**config.mk**
```make
export PLATFORM = sky130hd
export DESIGN_NAME = raise_frame_sched
export DESIGN_NICKNAME = d
export VERILOG_FILES = /design/src/rtl/raise_frame_sched.sv
export SDC_FILE = /design/constraint.sdc
export NUM_CORES = 1
export LEC_CHECK = 0
export CAP_MARGIN = 25
export CORE_AREA = 2 2 82 123
export CTS_BUF_LIST = sky130_fd_sc_hd__clkbuf_2
export DETAILED_ROUTE_END_ITERATION = 12
export DIE_AREA = 0 0 84 125
export PLACE_DENSITY = 0.76
export RECOVER_POWER = 100
export SYNTH_ARGS = -nofsm -noshare
export SYNTH_HDL_FRONTEND = slang
export SYNTH_SLANG_ARGS = --single-unit
```
**constraint.sdc**
```tcl
create_clock -name i_clk -period 2.6 [get_ports i_clk]
set_clock_uncertainty 0.2 [all_clocks]
set_input_delay 0.52 -clock i_clk [delete_from_list [all_inputs] [get_ports i_clk]]
set_output_delay 0.52 -clock i_clk [all_outputs]
set_load 0.02 [all_outputs]
```
**src/rtl/raise_frame_sched.sv**
```systemverilog
// raise_frame_sched: grants whole frames from two FFT bin sources (s0, s1)
// to a single frequency-raise datapath. Round-robin arbitration happens per
// frame, bins are forwarded through one register stage, and the scheduler
// holds both sources off until the datapath reports frame completion.
//
//   state     | meaning
//   ----------+-----------------------------------------------------------
//   ST_IDLE   | no frame owned; arbitrate between pending sources
//   ST_STREAM | granted source owns the datapath; bins forwarded 1:1
//   ST_WAIT   | last bin sent; waiting for m_done or the completion timeout
module raise_frame_sched #(
  parameter int DW        = 32,
  parameter int FW        = 6,
  parameter int FRAME_LEN = 64,
  parameter int DONE_TO   = 255
) (
  input  logic          i_clk,
  input  logic          i_rst_n,
  input  logic          i_s0_valid,
  input  logic [DW-1:0] i_s0_data,
  input  logic [FW-1:0] i_s0_freq,
  input  logic          i_s0_fin,
  output logic          o_s0_ready,
  input  logic          i_s1_valid,
  input  logic [DW-1:0] i_s1_data,
  input  logic [FW-1:0] i_s1_freq,
  input  logic          i_s1_fin,
  output logic          o_s1_ready,
  output logic          o_m_valid,
  output logic [DW-1:0] o_m_data,
  output logic [FW-1:0] o_m_freq,
  output logic          o_m_fin,
  output logic          o_m_src,
  input  logic          i_m_done,
  output logic          o_busy,
  output logic          o_err_len,
  output logic          o_err_to,
  output logic [7:0]    o_frame_cnt
);

  localparam int CW = (FRAME_LEN > 1) ? $clog2(FRAME_LEN) : 1;
  localparam logic [CW-1:0] LAST_BIN = CW'(FRAME_LEN - 1);
  localparam logic [7:0]    TO_LAST  = 8'(DONE_TO - 1);

  typedef enum logic [1:0] {
    ST_IDLE   = 2'd0,
    ST_STREAM = 2'd1,
    ST_WAIT   = 2'd2
  } state_t;

  state_t        r_state,     w_nxt_state;
  logic          r_grant,     w_nxt_grant;
  logic          r_rr,        w_nxt_rr;
  logic [CW-1:0] r_bin_cnt,   w_nxt_bin_cnt;
  logic [7:0]    r_to_cnt,    w_nxt_to_cnt;
  logic          r_m_valid,   w_nxt_m_valid;
  logic [DW-1:0] r_m_data,    w_nxt_m_data;
  logic [FW-1:0] r_m_freq,    w_nxt_m_freq;
  logic          r_m_fin,     w_nxt_m_fin;
  logic          r_err_len,   w_nxt_err_len;
  logic          r_err_to,    w_nxt_err_to;
  logic [7:0]    r_frame_cnt, w_nxt_frame_cnt;

  logic          w_sel_valid;
  logic [DW-1:0] w_sel_data;
  logic [FW-1:0] w_sel_freq;
  logic          w_sel_fin;
  logic          w_last_bin;
  logic          w_streaming;

  // Granted-source mux; ready depends only on registered state and grant
  always_comb begin
    w_streaming = (r_state == ST_STREAM);
    w_sel_valid = r_grant ? i_s1_valid : i_s0_valid;
    w_sel_data  = r_grant ? i_s1_data  : i_s0_data;
    w_sel_freq  = r_grant ? i_s1_freq  : i_s0_freq;
    w_sel_fin   = r_grant ? i_s1_fin   : i_s0_fin;
    w_last_bin  = (r_bin_cnt == LAST_BIN);
    o_s0_ready  = w_streaming && !r_grant;
    o_s1_ready  = w_streaming &&  r_grant;
  end

  // Next-state, arbitration, forwarding and error bookkeeping
  always_comb begin
    w_nxt_state     = r_state;
    w_nxt_grant     = r_grant;
    w_nxt_rr        = r_rr;
    w_nxt_bin_cnt   = r_bin_cnt;
    w_nxt_to_cnt    = r_to_cnt;
    w_nxt_m_valid   = 1'b0;
    w_nxt_m_data    = r_m_data;
    w_nxt_m_freq    = r_m_freq;
    w_nxt_m_fin     = 1'b0;
    w_nxt_err_len   = r_err_len;
    w_nxt_err_to    = r_err_to;
    w_nxt_frame_cnt = r_frame_cnt;

    case (r_state)
      ST_IDLE: begin
        w_nxt_bin_cnt = '0;
        w_nxt_to_cnt  = '0;
        if (i_s0_valid && i_s1_valid) begin
          w_nxt_grant = r_rr;
          w_nxt_state = ST_STREAM;
        end else if (i_s0_valid) begin
          w_nxt_grant = 1'b0;
          w_nxt_state = ST_STREAM;
        end else if (i_s1_valid) begin
          w_nxt_grant = 1'b1;
          w_nxt_state = ST_STREAM;
        end
      end

      ST_STREAM: begin
        if (w_sel_valid) begin
          w_nxt_m_valid = 1'b1;
          w_nxt_m_data  = w_sel_data;
          w_nxt_m_freq  = w_sel_freq;
          // A frame that runs to FRAME_LEN without fin is cut off here
          w_nxt_m_fin   = w_sel_fin || w_last_bin;
          w_nxt_bin_cnt = r_bin_cnt + 1'b1;
          if (w_sel_fin || w_last_bin) begin
            w_nxt_state   = ST_WAIT;
            w_nxt_bin_cnt = '0;
            w_nxt_to_cnt  = '0;
            if (w_sel_fin != w_last_bin) begin
              w_nxt_err_len = 1'b1;
            end
          end
        end
      end

      ST_WAIT: begin
        if (i_m_done) begin
          w_nxt_frame_cnt = r_frame_cnt + 8'd1;
          w_nxt_rr        = ~r_grant;
          w_nxt_state     = ST_IDLE;
          w_nxt_bin_cnt   = '0;
          w_nxt_to_cnt    = '0;
        end else if (r_to_cnt == TO_LAST) begin
          // DONE_TO wait cycles elapsed: give up on this frame
          w_nxt_err_to  = 1'b1;
          w_nxt_rr      = ~r_grant;
          w_nxt_state   = ST_IDLE;
          w_nxt_bin_cnt = '0;
          w_nxt_to_cnt  = '0;
        end else begin
          w_nxt_to_cnt = r_to_cnt + 8'd1;
        end
      end

      default: begin
        w_nxt_state = ST_IDLE;
      end
    endcase
  end

  // State and datapath registers; reset abandons any frame in flight
  always_ff @(posedge i_clk or negedge i_rst_n) begin
    if (!i_rst_n) begin
      r_state     <= ST_IDLE;
      r_grant     <= 1'b0;
      r_rr        <= 1'b0;
      r_bin_cnt   <= '0;
      r_to_cnt    <= '0;
      r_m_valid   <= 1'b0;
      r_m_data    <= '0;
      r_m_freq    <= '0;
      r_m_fin     <= 1'b0;
      r_err_len   <= 1'b0;
      r_err_to    <= 1'b0;
      r_frame_cnt <= '0;
    end else begin
      r_state     <= w_nxt_state;
      r_grant     <= w_nxt_grant;
      r_rr        <= w_nxt_rr;
      r_bin_cnt   <= w_nxt_bin_cnt;
      r_to_cnt    <= w_nxt_to_cnt;
      r_m_valid   <= w_nxt_m_valid;
      r_m_data    <= w_nxt_m_data;
      r_m_freq    <= w_nxt_m_freq;
      r_m_fin     <= w_nxt_m_fin;
      r_err_len   <= w_nxt_err_len;
      r_err_to    <= w_nxt_err_to;
      r_frame_cnt <= w_nxt_frame_cnt;
    end
  end

  // Registered outputs
  always_comb begin
    o_m_valid   = r_m_valid;
    o_m_data    = r_m_data;
    o_m_freq    = r_m_freq;
    o_m_fin     = r_m_fin;
    o_m_src     = r_grant;
    o_busy      = (r_state != ST_IDLE);
    o_err_len   = r_err_len;
    o_err_to    = r_err_to;
    o_frame_cnt = r_frame_cnt;
  end

endmodule

```
-- After elaboration in Yosys (flattened, before gate mapping)
Index checks and enable logic that the tools add are counted.
- register bits: 68
- bits of input ports: 83
- output and inout port bits: 54
- add/subtract/negate cells: 3
- eq/ne operators: 9
- multiplexer cells: 31
- bitwise logic cells: 2
- reductions and logical operators: 19
- operator list (kind ; count):
    2-to-1 mux 32 bit ; 1
    2-to-1 mux 8 bit ; 4
    2-to-1 mux 6 bit ; 5
    one-hot mux 8 bit (3 select lines) ; 1
    one-hot mux 6 bit (3 select lines) ; 1
    adder 8 x 1 -> 8 bit (second input constant) ; 2
    2-to-1 mux 2 bit ; 7
    2-to-1 mux 1 bit ; 11
    AND reduction 3 bit ; 3
    == test 8 bit (second input constant) ; 1
    AND reduction 2 bit ; 4
    AND reduction 4 bit ; 2
    adder 6 x 1 -> 6 bit (second input constant) ; 1
    == test 6 bit (second input constant) ; 1
    one-hot mux 2 bit (3 select lines) ; 1
    nonzero test 3 bit ; 2
    != test 4 bit (second input constant) ; 1
    nonzero test 2 bit ; 2
    logical AND 1 bit ; 3
    != test 3 bit (second input constant) ; 1
    == test 2 x 1 -> 1 bit (second input constant) ; 1
    == test 2 bit (second input constant) ; 1
    zero test 2 bit ; 1
    != test 2 x 1 -> 1 bit (second input constant) ; 1
    other kinds (5) ; 6

-- Depth between registers and ports, before layout
Gate-level depths: netlist of run 1.
- word-level depth: 5
- depth in mapped cells: 8
- mapped depth without buffers: 8

-- Least setup slack after synthesis of run 1
No wires, ideal clock.
- kind: flip-flop to flip-flop
- from: register r_grant (netlist: o_m_src)
- to: register r_to_cnt[4]
- library setup time: 78 ps
- arrival time: 2317 ps
- data required time: 2322 ps
- path slack: 5 ps
- cell stages (with the launch flop): 9
- buffers on the path: 3
- cells stage by stage: dfrtp_1 buf_4 clkbuf_1 mux2i_1 ha_1 o31a_1 buf_2 or3_1 a21oi_1
- word-level cells in the longest chain between the ends: 4
- ends and longest elaborated chain (what ; line ; source):
    start: declaration ; 52 ; logic r_grant, w_nxt_grant;
    start signal: assignment ; 175 ; r_grant <= w_nxt_grant;
    2-to-1 mux 1 bit ; 77 ; w_sel_fin = r_grant ? i_s1_fin : i_s0_fin;
    logical OR 1 bit ; 122 ; if (w_sel_fin || w_last_bin) begin
    != test 2 x 1 -> 1 bit (no line) ; - ;
    AND reduction 3 bit (no line) * ; - ;
    end signal: assignment ; 178 ; r_to_cnt <= w_nxt_to_cnt;
    end: declaration ; 55 ; logic [7:0] r_to_cnt, w_nxt_to_cnt;
Every way passes the cells marked *; elsewhere a longest branch is shown, timed or not.
A chain may end at the register's enable or synchronous reset.

-- Final worst setup path of run 1
- from: register r_bin_cnt[0]
- to: register r_to_cnt[6]
- word-level cells in the longest chain between the ends: 4
- ends and longest elaborated chain (what ; line ; source):
    start: declaration ; 54 ; logic [CW-1:0] r_bin_cnt, w_nxt_bin_cnt;
    start signal: assignment ; 177 ; r_bin_cnt <= w_nxt_bin_cnt;
    == test 6 bit ; 78 ; w_last_bin = (r_bin_cnt == LAST_BIN);
    logical OR 1 bit ; 122 ;
    != test 2 x 1 -> 1 bit (no line) ; - ;
    AND reduction 3 bit (no line) ; - ;
Every way passes these cells.

==> qor.txt, run 1 <==
Site Rows - 44
Horiz. Die Dim - 84 microns
dominant synthesized flop cell - dfrtp_1
core area - 9524 sq um
first-pass GRT wire length - 13430 microns
cell with the most instances after synthesis - dfrtp_1
pin count of the biggest net entering global routing - 79
CTS Buf Count - 9
Synth area leaders - dfrtp_1, mux2i_1, a21oi_1
Cells after Synth - 312
synthesized net count - 400
Top Ports - 137
Async SR Flop Fraction - 1.000
register area share after synthesis - 0.5313
mapped cell area - 3203 sq um
clock power share - 0.101
Synth top area share - 0.5313
largest area contributor in the netlist - dfrtp_1
crit path time final - 2.436 ns
drt pass-1 iters - 4
hold path endpoint - o_err_len
DR WL/cell - 14.31 microns
CTS tree - built
GPL Wtd Cong - 0.7715
Slew @ Worst Pin - 1.459 ns
Setup-failing EPs final - 0
adder-cell area share of the yosys netlist - 0.01953
Clock Tree Root - clkbuf_2
vias in the first global route - 2815
nets - 541
DP Wirelength - 6135 microns
number of synthesized flops with an enable pin - 0
pwr dens - 967.7 nW/um^2
hold_sp - o_err_len
all-layer global routing usage - 0.1588
CTS max path bufs - 2
CTS Sinks - 68
vias - 2805
Yosys cell types - 35
# DRC - 0
maxcap violations - 0
#FFs+latches synth - 68
Flop pwr share - 0.356
Initial Util - 0.3363
status - completed
xor/xnor share of the synthesized area - 0.01914
grt ovf - 0
P_int - 2.637 mW
ANT cells - 0
RSZ-0062 raised after global routing - no
Die ar. - 10500 sq um
Worst EP arrival - 2.67 ns
Max Slew Vio Count - 0
Worst-Skew Late Latency - 0.51 ns
Tot Pwr - 4.622 mW
net switching power - 1.984 mW
Worst R2R Path Depth - 7
Static Leak - 2.088 nW
Synth Area in Compound Gates - 0.1273
Syn. warnings - 0
crit share post-route - 0.9367
worst path required time - 2.84 ns
CP Launch Type - flop
Routed WL - 8172 microns
worst reg2reg startpoint - r_bin_cnt[0]
DR iter-0 viols - 86
hold depth - 1
Die Height - 125 microns
endpoints failing hold - 0
Simple-Gate Fraction of Synth Area - 0.1422
setup slack, reg-to-reg - 0.16 ns
I/O Buffers - 136
main combinational cell family by area after synthesis - simple AND/OR/NAND/NOR gates
number of vias per cell - 4.912
Layout area overhead - 49.10%
Synth top cells by count - dfrtp_1, nor2_1, a21oi_1, mux2i_1, clkbuf_1
VDD IR-drop max - 527.3 uV
antenna violations before repair - 0
CP Capture Type - flop
post-synthesis mux area share - 0.1320
placed cells - 554
Post-Layout Cell Count - 571
combinational share of power - 0.543
CP max FO - 8
R2R Path End - r_to_cnt[6]
fmax - 0.4106 GHz
fraction of layout cells with a size suffix above 1 - 0.05702
syn avg cell area - 10.27 sq um
# H-tree levels - 3
Final ANT Viol Nets - 0
clock-pin slew on the worst setup and hold paths - 0.17 ns
max_slew headroom - 0.02711
Crit Path Class - reg2reg
Worst Hold Class - reg2reg
Net Sw Frac - 0.4294
## how the worst max path moves through the flow
stage / startpoint / endpoint / slack (ns)
floorplan: o_m_src / r_to_cnt[4] / 0.005
global placement: i_s1_fin / r_to_cnt[7] / 0.03
detailed placement: i_s1_fin / r_to_cnt[7] / -0.02
CTS: o_m_src / o_m_src / 0.12
global route: r_bin_cnt[1] / r_to_cnt[7] / 0.02
finish: r_bin_cnt[0] / r_to_cnt[6] / 0.16
## metal layers
layer,track usage,up-vias,part of all wire
li1,-,1386,-
met1,0.1713,1321,0.38
met2,0.2904,90,0.54
met3,0.04752,8,0.067
met4,0.05693,0,0.013
met5,0,-,0
## layout by cell type (no fill, tap or decap), types with 3 or more instances in the layout
cell	instances
a21o_1	3
a21oi_1	47
and3_1	5
buf_4	5
clkbuf_1	3
clkbuf_2	10
clkdlybuf4s50_1	82
clkinv_2	3
dfrtp_1	67
dlygate4sd2_1	3
dlygate4sd3_1	51
ha_1	5
inv_1	5
mux2i_1	40
nand2_1	9
nand2b_1	3
nand3_1	7
nand4_1	3
nor2_1	47
nor3_1	4
o21ai_0	11
o31ai_1	5
or3_1	4
xnor2_1	5
## layout make-up
class / count / area, sq um
well taps: 115 / 143.9
repair buffers: 147 / 1424
clock buffers: 10 / 50.05
clock inverters: 4 / 18.77
multi-input cells: 222 / 1418
flip-flops and latches: 68 / 1703
fillers: 855 / 4748
inverters: 5 / 18.77
## power groups by stage
stage                     clock (mW)  combinational, mW  sequential [mW]
final                          0.467               2.51             1.65
after global routing           0.552               2.74             1.70
after CTS                      0.501               2.71             1.67
after detailed placement           0               2.69             1.70
after global placement             0               2.62             1.68
after floorplan                    0               1.13             2.05
## cells by family after synthesis
kind of cell,count (synthesis)
fa+ha+maj,5
xor+xnor,7
simple gates,95
compound gates,73
flops,68
mux,42
buf+inv,22
## state kept, by name, indices dropped and copies added (netlist names)
| register | flops |
|---|---|
| o_m_data | 32 |
| o_frame_cnt | 8 |
| r_to_cnt | 8 |
| o_m_freq | 6 |
| r_bin_cnt | 6 |
| r_state | 2 |
| o_err_len | 1 |
| o_err_to | 1 |
| o_m_fin | 1 |
| o_m_src | 1 |
| o_m_valid | 1 |
| r_rr | 1 |
## what timing repair did
item                                    4_1_cts  5_1_grt
gates resized for setup                       4        0
endpoints found under the setup margin        3        0
setup buffers                                 2        0
hold buffers                                  1        0
hold endpoints to repair                     68        0
## stage by stage
stage / worst slack, ns / util / hold slack (ns) / cell area (sq um) / setup TNS (ns)
floorplan: 0.005308 / - / 0.02441 / 3203 / 0
global placement: 0.02889 / 0.4961 / 0.2432 / 4725 / 0
detailed placement: -0.02026 / 0.4961 / 0.2641 / 4725 / -0.03932
CTS: 0.1174 / 0.5056 / 0.3021 / 4816 / 0
global route: 0.02182 / 0.5014 / 0.3218 / 4776 / 0
finish: 0.1645 / 0.5014 / 0.2846 / 4776 / 0
## critical path: stages (launching register included)
cell and delay, ns:
dfrtp_1 0.42, ha_1 0.20, and3_1 0.21, nand3_1 0.09, ha_1 0.21, o31a_1 0.37, or4_1 0.49, a21oi_1 0.18
Note: power is estimated with default switching activity, not from simulation.
==> inputs of run 2 (changes only) <==
--- a/config.mk
+++ b/config.mk
@@ -5,7 +5,7 @@
 export SDC_FILE = /design/constraint.sdc
 export NUM_CORES = 1
 export LEC_CHECK = 0
-export CAP_MARGIN = 25
+export CAP_MARGIN = 20
 export CORE_AREA = 2 2 82 123
 export CTS_BUF_LIST = sky130_fd_sc_hd__clkbuf_2
 export DETAILED_ROUTE_END_ITERATION = 12
==> results of run 2 <==
Final layout, timing and power as in run 1 (identical DEF).
==> inputs of run 3 (changes only) <==
--- a/config.mk
+++ b/config.mk
@@ -10,7 +10,7 @@
 export CTS_BUF_LIST = sky130_fd_sc_hd__clkbuf_2
 export DETAILED_ROUTE_END_ITERATION = 12
 export DIE_AREA = 0 0 84 125
-export PLACE_DENSITY = 0.76
+export PLACE_DENSITY = 0.69
 export RECOVER_POWER = 100
 export SYNTH_ARGS = -nofsm -noshare
 export SYNTH_HDL_FRONTEND = slang
==> run 3 against run 2 <==
- clock power rose by 28%
- highest routed layer unchanged
- critical path type is now reg2out
- routed wire length barely moved
- core utilization rose by 0.79 points
- non-clock buffer count rose by 3
- critical endpoint is now o_m_src
- first-iteration DRC count fell by 23%
- global-route usage fell by 0.20 points
- sequential power barely moved
- total power rose by 3.8%
==> qor.txt, run 3 (same netlist as run 1, synthesis figures left out) <==
CTS tree - built
GPL Wtd Cong - 0.7753 (+0.49%)
Clock Tree Root - clkbuf_2
core area - 9524 sq um (unchanged)
DR WL/cell - 14.18 microns (-0.95%)
RSZ-0062 raised after global routing - no
status - completed
pwr dens - 989.2 nW/um^2 (+2.2%)
Slew @ Worst Pin - 1.328 ns (-0.1318 ns)
Setup-failing EPs final - 0 (unchanged)
Worst Hold Class - reg2reg
CP max FO - 6 (-2)
cell family with most CP delay - buffers and inverters
grt ovf - 0 (unchanged)
Horiz. Die Dim - 84 microns (unchanged)
Worst EP arrival - 1.74 ns (-0.93 ns)
worst path required time - 1.88 ns (-0.96 ns)
CTS Sinks - 68 (unchanged)
Static Leak - 2.121 nW (+1.6%)
max_slew headroom - 0.1150 (+0.08789)
clock-pin slew on the worst setup and hold paths - 0.20 ns (+0.03 ns)
fmax - 0.4063 GHz (-1.1%)
Die Height - 125 microns (unchanged)
number of vias per cell - 4.901 (-0.23%)
antenna violations before repair - 0 (unchanged)
worst path bufs/invs - 1 (+1)
worst path cell trace - clkdlybuf4s50_1
first-pass GRT wire length - 13030 microns (-3.0%)
DR iter-0 viols - 66 (-23%)
nets - 544 (+0.55%)
Layout area overhead - 51.45%
Final Worst Setup Slack - 0.1385 ns (-0.02600 ns)
CP Launch Type - flop
Routed WL - 8165 microns (about the same)
Initial Util - 0.3363 (unchanged)
VDD IR-drop max - 440.2 uV (-17%)
Tot Pwr - 4.799 mW (+3.8%)
max reg flops - 32 (unchanged)
pin count of the biggest net entering global routing - 48 (-39%)
Crit-path slowest cell - clkdlybuf4s50_1
Crit Path Class - reg2out
CTS max path bufs - 2 (unchanged)
# H-tree levels - 3 (unchanged)
vias in the first global route - 2761 (-1.9%)
CTS Buf Count - 9 (unchanged)
I/O Buffers - 136 (unchanged)
hold_ws - 0.2858 ns (+0.001220 ns)
DP Wirelength - 6247 microns (+1.8%)
ANT cells - 0 (unchanged)
Final ANT Viol Nets - 0 (unchanged)
maxcap violations - 0 (unchanged)
crit share post-route - 0.9467 (+0.009998)
vias - 2823 (+0.64%)
fraction of layout cells with a size suffix above 1 - 0.06725 (+0.01023)
Die ar. - 10500 sq um (unchanged)
most common cell after layout, fill and taps aside - clkdlybuf4s50_1
endpoints failing hold - 0 (unchanged)
drt pass-1 iters - 4 (unchanged)
Worst-Skew Late Latency - 0.50 ns (about the same)
Max Slew Vio Count - 0 (unchanged)
Top Ports - 137 (unchanged)
commonest non-fill, non-tap cells in the layout - clkdlybuf4s50_1, dfrtp_1, dlygate4sd3_1, nor2_1, a21oi_1
Site Rows - 44 (unchanged)
Setup WS pre-CTS - -0.03241 ns (-0.01215 ns)
crit path time final - 2.462 ns (+0.02600 ns)
CP Capture Type - output port
Worst path max stage delay - 0.70 ns (+0.21 ns)
final instance area - 4851 sq um (+1.6%)
Placed Area - 4745 sq um (+0.42%)
all-layer global routing usage - 0.1567 (-0.002032)
# DRC - 0 (unchanged)
==> run 3: stage by stage <==
step	utilization	TNS, ns	cells
floorplan	-	0	312
global placement	0.4982	0	555
detailed placement	0.4982	-0.06439	555
CTS	0.5134	0	576
global route	0.5093	0	576
finish	0.5093	0	576
==> run 3: cell type report <==
type,count,area (sq um)
clock inverter,5,52.55
sequential,68,1703
fill,891,4673
clock buffer,11,55.05
timing repair buffer,150,1460
inverter,5,18.77
multi-input combinational,222,1418
tap,115,143.9
==> run 3: worst paths after layout <==
check,from,endpoint,slack [ns],depth (start not counted)
min in group asynchronous,i_rst_n,o_m_data[14],0.60,2
max,o_m_src,o_m_src,0.14,1
max in group asynchronous,i_rst_n,o_m_freq[4],0.72,3
min reg2reg,o_frame_cnt[7],o_frame_cnt[7],0.29,1
min,o_frame_cnt[7],o_frame_cnt[7],0.29,1
max reg2reg,r_bin_cnt[0],r_to_cnt[6],0.16,7
==> run 3: routing by layer <==
metal,up-vias,GRT usage,part of all wire
li1,1403,-,-
met1,1312,0.1714,0.39
met2,96,0.2819,0.52
met3,12,0.04554,0.066
met4,0,0.06262,0.019
met5,-,0,0
==> run 3: repair_timing <==
item	CTS	global route
hold buffers	1	0
hold endpoints to repair	22	0
setup buffers	4	0
resized for setup	4	0
setup endpoints to repair	3	0
==> run 3: power breakdown <==
part,internal (mW),total (mW),leakage (nW),switching [mW]
clock network,0.225,0.600,0.0717,0.375
registers,1.43,1.64,0.814,0.206
logic,1.12,2.56,1.23,1.44
